### config.mk
export PLATFORM = sky130hd
export DESIGN_NAME = control_sequencer
export DESIGN_NICKNAME = d
export VERILOG_FILES = /design/src/rtl/control_sequencer.sv
export SDC_FILE = /design/constraint.sdc
export NUM_CORES = 1
export LEC_CHECK = 0
export ABC_AREA = 1
export ABC_CLOCK_PERIOD_IN_PS = 3200
export CORE_ASPECT_RATIO = 2
export CORE_MARGIN = 2
export CORE_UTILIZATION = 45
export CTS_CLUSTER_DIAMETER = 30
export CTS_CLUSTER_SIZE = 30
export DETAILED_ROUTE_END_ITERATION = 10
export PLACE_DENSITY = 0.78
export SYNTH_ARGS = -nofsm -noshare
export SYNTH_HDL_FRONTEND = slang
export SYNTH_SLANG_ARGS = --single-unit
### constraint.sdc
create_clock -name clk -period 3.2 [get_ports clk]
set_clock_uncertainty 0.1 [all_clocks]
set_input_delay 0.48 -clock clk [delete_from_list [all_inputs] [get_ports clk]]
set_output_delay 0.48 -clock clk [all_outputs]
set_load 0.005 [all_outputs]
### src/rtl/control_sequencer.sv
// Hardwired control unit for the single-bus datapath: sequences fetch, decode
// and execute, handshakes with memory and counts retired instructions.
module control_sequencer #(
  parameter int WAIT_LIMIT = 255
) (
  input  logic        clk,
  input  logic        clr,
  input  logic [4:0]  ir_op,
  input  logic        mem_ready,
  input  logic        stop,
  output logic        pc_out,
  output logic        mar_in,
  output logic        inc_pc,
  output logic        z_in,
  output logic        zlow_out,
  output logic        zhigh_out,
  output logic        pc_in,
  output logic        mdr_in,
  output logic        mdr_out,
  output logic        ir_in,
  output logic        y_in,
  output logic        hi_in,
  output logic        lo_in,
  output logic        c_out,
  output logic        gra,
  output logic        grb,
  output logic        grc,
  output logic        r_in,
  output logic        r_out,
  output logic [4:0]  alu_op,
  output logic        read,
  output logic        write,
  output logic        run,
  output logic [3:0]  t_step,
  output logic [15:0] instr_count,
  output logic        err_illegal,
  output logic        err_timeout
);

  typedef enum logic [3:0] {
    T0 = 4'd0, T1 = 4'd1, T2 = 4'd2, T3 = 4'd3,
    T4 = 4'd4, T5 = 4'd5, T6 = 4'd6, T7 = 4'd7,
    HALT = 4'd15
  } stateT;

  localparam logic [4:0] OP_ADD  = 5'b00000;
  localparam logic [4:0] OP_SUB  = 5'b00001;
  localparam logic [4:0] OP_AND  = 5'b00010;
  localparam logic [4:0] OP_OR   = 5'b00011;
  localparam logic [4:0] OP_LD   = 5'b00100;
  localparam logic [4:0] OP_ST   = 5'b00101;
  localparam logic [4:0] OP_ADDI = 5'b01000;
  localparam logic [4:0] OP_MUL  = 5'b01110;
  localparam logic [4:0] OP_DIV  = 5'b01111;
  localparam logic [4:0] OP_NOP  = 5'b11010;
  localparam logic [4:0] OP_HALT = 5'b11011;
  localparam logic [7:0] LIMIT_M1 = 8'(WAIT_LIMIT - 1);

  stateT      state, nextState, doneNext;
  logic [7:0] waitCnt, waitNext;
  logic       retire, doneRetire, setIllegal, setTimeout, memStep;
  logic       isRType, isMulDiv, isImm;

  assign isRType  = (ir_op == OP_ADD) || (ir_op == OP_SUB) ||
                    (ir_op == OP_AND) || (ir_op == OP_OR);
  assign isMulDiv = (ir_op == OP_MUL) || (ir_op == OP_DIV);
  assign isImm    = (ir_op == OP_ADDI) || (ir_op == OP_LD) || (ir_op == OP_ST);
  assign t_step   = state;
  assign run      = !clr || (state != HALT);

  always_ff @(posedge clk) begin
    if (!clr) begin
      state       <= T0;
      instrCountReset();
    end else begin
      state <= nextState;
      waitCnt <= waitNext;
      if (retire) instr_count <= instr_count + 16'd1;
      if (setIllegal) err_illegal <= 1'b1;
      if (setTimeout) err_timeout <= 1'b1;
    end
  end

  task automatic instrCountReset();
    instr_count <= 16'd0;
    err_illegal <= 1'b0;
    err_timeout <= 1'b0;
    waitCnt     <= 8'd0;
  endtask

  // Outputs stay at zero for the whole time clr is low, so an abandoned
  // instruction can never leave a memory request hanging.
  always_comb begin
    pc_out = 1'b0; mar_in = 1'b0; inc_pc = 1'b0; z_in = 1'b0;
    zlow_out = 1'b0; zhigh_out = 1'b0; pc_in = 1'b0; mdr_in = 1'b0;
    mdr_out = 1'b0; ir_in = 1'b0; y_in = 1'b0; hi_in = 1'b0; lo_in = 1'b0;
    c_out = 1'b0; gra = 1'b0; grb = 1'b0; grc = 1'b0; r_in = 1'b0;
    r_out = 1'b0; alu_op = 5'd0; read = 1'b0; write = 1'b0;
    nextState = state; doneNext = T0; doneRetire = 1'b0;
    retire = 1'b0; setIllegal = 1'b0; setTimeout = 1'b0;
    memStep = 1'b0; waitNext = 8'd0;
    if (clr) begin
      case (state)
        T0: begin
          if (stop) nextState = HALT;
          else begin
            pc_out = 1'b1; mar_in = 1'b1; inc_pc = 1'b1; z_in = 1'b1;
            nextState = T1;
          end
        end
        T1: begin
          zlow_out = 1'b1; pc_in = 1'b1; read = 1'b1; mdr_in = 1'b1;
          memStep = 1'b1; doneNext = T2;
        end
        T2: begin
          mdr_out = 1'b1; ir_in = 1'b1; nextState = T3;
        end
        T3: begin
          if (isRType || isImm) begin
            grb = 1'b1; r_out = 1'b1; y_in = 1'b1; nextState = T4;
          end else if (isMulDiv) begin
            gra = 1'b1; r_out = 1'b1; y_in = 1'b1; nextState = T4;
          end else if (ir_op == OP_HALT) nextState = HALT;
          else begin
            setIllegal = (ir_op != OP_NOP);
            retire = 1'b1; nextState = T0;
          end
        end
        T4: begin
          z_in = 1'b1; r_out = isRType || isMulDiv; nextState = T5;
          if (isRType) begin grc = 1'b1; alu_op = ir_op; end
          else if (isMulDiv) begin grb = 1'b1; alu_op = ir_op; end
          else c_out = 1'b1;
        end
        T5: begin
          zlow_out = 1'b1;
          if (isMulDiv) begin lo_in = 1'b1; nextState = T6; end
          else if (ir_op == OP_LD || ir_op == OP_ST) begin
            mar_in = 1'b1; nextState = T6;
          end else begin
            gra = 1'b1; r_in = 1'b1; retire = 1'b1; nextState = T0;
          end
        end
        T6: begin
          if (isMulDiv) begin
            zhigh_out = 1'b1; hi_in = 1'b1; retire = 1'b1; nextState = T0;
          end else if (ir_op == OP_LD) begin
            read = 1'b1; mdr_in = 1'b1; memStep = 1'b1; doneNext = T7;
          end else begin
            gra = 1'b1; r_out = 1'b1; mdr_in = 1'b1; nextState = T7;
          end
        end
        T7: begin
          if (ir_op == OP_ST) begin
            write = 1'b1; memStep = 1'b1; doneNext = T0; doneRetire = 1'b1;
          end else begin
            mdr_out = 1'b1; gra = 1'b1; r_in = 1'b1;
            retire = 1'b1; nextState = T0;
          end
        end
        default: nextState = HALT;
      endcase
      // A ready on the limit cycle still completes the access.
      if (memStep) begin
        if (mem_ready) begin
          nextState = doneNext; retire = doneRetire;
        end else if (waitCnt >= LIMIT_M1) begin
          setTimeout = 1'b1; nextState = HALT;
        end else waitNext = waitCnt + 8'd1;
      end
    end
  end

endmodule

==> impl_metrics.csv <==
group,metric,value,unit
setup_path,critical_path_arrival,2440,ps
setup_path,startpoint_type,"input pin",
power,p_leak,1.10,nW
sta,timing.hold.ws,371,ps
yosys,synthDistinctLibCells,37,
placed_design,numPortBuffers,56,
yosys,synth_edf_count,0,
placed_design,hpwl,4470,um
placed_design,gp_congestion,0.973,
setup_path,worstPathRequired,2620,ps
sta,fin_crit,3020,ps
power,power_density,457,nW/um^2
floorplanning,dieArea,5360,um^2
power,vdd_drop_max,345,uV
clock_network,path_clk_slew,70,ps
sta,timing.final.crit_share,94.4,%
detailed_routing,vias,2331,
status,outcome,"complete, no violations",
finish,layout-drive-gt1-share,12.3,%
setup_path,end_kind,"output port",
yosys,async_flop_share,0,%
clock_network,cts_setup_buffers,0,
yosys,synth_seq_area_share,28.1,%
yosys,yosys.area.top_type,"dfxtp_1",
yosys,postSynthAreaPerCell,6.50,um^2
setup_path,cp-startpoint,"ir_op[1]",
yosys,synth.top_cell.area_share,28.1,%
run,cap_violations,0,
detailed_routing,first_iter_violations,49,
min_path,min_from,"err_timeout",
yosys,syn_nets,341,
finish,final_common_cell,"nand2_1",
finish,mostFrequentLayoutCells,"nand2_1 (61), clkdlybuf4s50_1 (55), nor2_1 (54)",
clock_network,clk_latency,290,ps
finish,final_core_util,60.8,%
setup_path,crit_path_max_fanout,13,
sta,slew_violations,0,
floorplanning,io_pins,58,
detailed_routing,ant_nets,0,
sta,fin_setup_tns,0,ps
min_path,hp-class,"flip-flop to flip-flop",
grt,first_global_vias,2218,
floorplanning,die-width,52.8,um
floorplanning,start_util,46.5,%
detailed_routing,vias_per_cell,5.32,
placed_design,detailedPlace.worstSlack,152,ps
detailed_routing,drc,0,
yosys,synthesis.area,2140,um^2
yosys,netlist_instances,329,
finish,n_fill_cell,433,
yosys,ys_warn_count,0,
floorplanning,num_rows,35,
clock_network,numClockSinks,30,
setup_path,reg2reg_slack,1220,ps
detailed_routing,drt_pre_antenna_iters,4,
floorplanning,core_area,4600,um^2
sta,rsz0062_at_grt,"no",
finish,antenna_cells,0,
setup_path,r2r-start,"t_step[1]",
grt,grt_start_max_net_pins,26,
detailed_routing,wire_per_inst,13.2,um
yosys,synth_flop_cell,"dfxtp_1",
clock_network,cts_tree,"built",
clock_network,cts-root-buf,"clkbuf_8",
grt,grt.overflow.total,0,
setup_path,critPathKind,"input pin to output port",
floorplanning,die_h,102,um
sta,max_freq,0.331,GHz
detailed_routing,wl,5770,um
sta,setup_viol,0,
grt,grt_pass1_wl,9360,um
finish,nets,394,
clock_network,clock_path_buffers,2,
clock_network,cts.htree.levels,2,
grt,grt_usage,22.9,%
sta,fin_ws,178,ps
yosys,ys_top_cells_by_area,"dfxtp_1 (28%), nand2_1 (11%), nor2_1 (9.5%), nand3_1 (7.3%), inv_1 (6.3%)",
yosys,ys_ff_latch,30,
grt,grt_antenna_before_repair,0,
clock_network,cts_inserted_buffers,5,
finish,synthToLayoutAreaGrowth,30.7,%
sta,finalHoldViolCount,0,
## logic make-up after synthesis
group | synth area share (%)
flip-flops | 28.1
AO/OA/AOI/OAI | 10.7
adder cells (fa/ha/maj) | 1.75
other | 0.175
AND/OR/NAND/NOR | 42.8
buffers and inverters | 11.2
XOR/XNOR | 5.32
## metrics by stage
stage                     cells  power, mW  cell area, um^2
after detailed placement    430      0.955             2700
after floorplan             329      0.756             2140
final                       438       1.28             2800
after global placement      430      0.951             2700
after CTS                   438       1.28             2790
after global routing        438       1.36             2800
## flip-flops by register name (all words and copies together) (netlist names)
register and cells:
instr_count 16, err_illegal 1, err_timeout 1, t_step 4
waitCnt 8
## Yosys cell counts, types with 3 or more instances
| cell | count |
|---|---|
| o21ai_0 | 6 |
| nand4_1 | 6 |
| o21ai_1 | 3 |
| buf_2 | 4 |
| a31oi_1 | 3 |
| xnor2_1 | 3 |
| a21oi_1 | 12 |
| inv_1 | 36 |
| a21oi_2 | 9 |
| ha_1 | 3 |
| nor2_1 | 54 |
| nand2_2 | 12 |
| inv_2 | 4 |
| dfxtp_1 | 30 |
| nand2_1 | 61 |
| nor2_4 | 3 |
| nor3b_1 | 3 |
| nand3_1 | 31 |
| nor3_1 | 14 |
| xor2_1 | 10 |
| buf_4 | 3 |
## area by class of cell
type	instances	area (um^2)	area share [%]
Timing Repair Buffer	58	578	20.7
Clock inverter	2	12.5	0.447
Clock buffer	6	82.6	2.95
Tap cell	55	68.8	2.46
Multi-Input combinational cell	246	1300	46.5
Sequential cell	30	601	21.5
Inverter	41	154	5.50
## per-layer routing
layer  wire [um]  up-vias  track usage [%]  part of all wire [%]
met5           0        -                0                     0
met4         302        0             13.6                   5.2
met3         209       26             4.28                   3.6
met2        3230       69             43.7                    56
met1        2030     1075             21.1                    35
li1            -     1161                -                     -
## path summary, 6_finish.rpt
path	to	cells after the start
hold / removal	err_timeout	2
setup / recovery	gra	11
hold reg to reg	err_timeout	2
setup reg to reg	instr_count[8]	10
## where the power goes
part | total (mW) | switching (mW) | internal (mW)
Clock | 0.328 | 0.156 | 0.173
Combinational | 0.504 | 0.290 | 0.214
Sequential | 0.446 | 0.0419 | 0.404
## timing repair
item                                    4_1_cts  5_1_grt
endpoints found under the setup margin        0        1
resized for setup                             0        1
hold buffers                                  0        0
## critical path, cell delays in order
cell	delay (ps)
clkdlybuf4s50_1	480
nand2_1	110
inv_1	70
nand2_2	200
nand2_1	140
inv_1	100
nand2_1	110
o21ai_0	110
nor2_1	60
nor2_1	90
clkdlybuf4s50_1	510
Note: power is estimated with default switching activity, not from simulation.
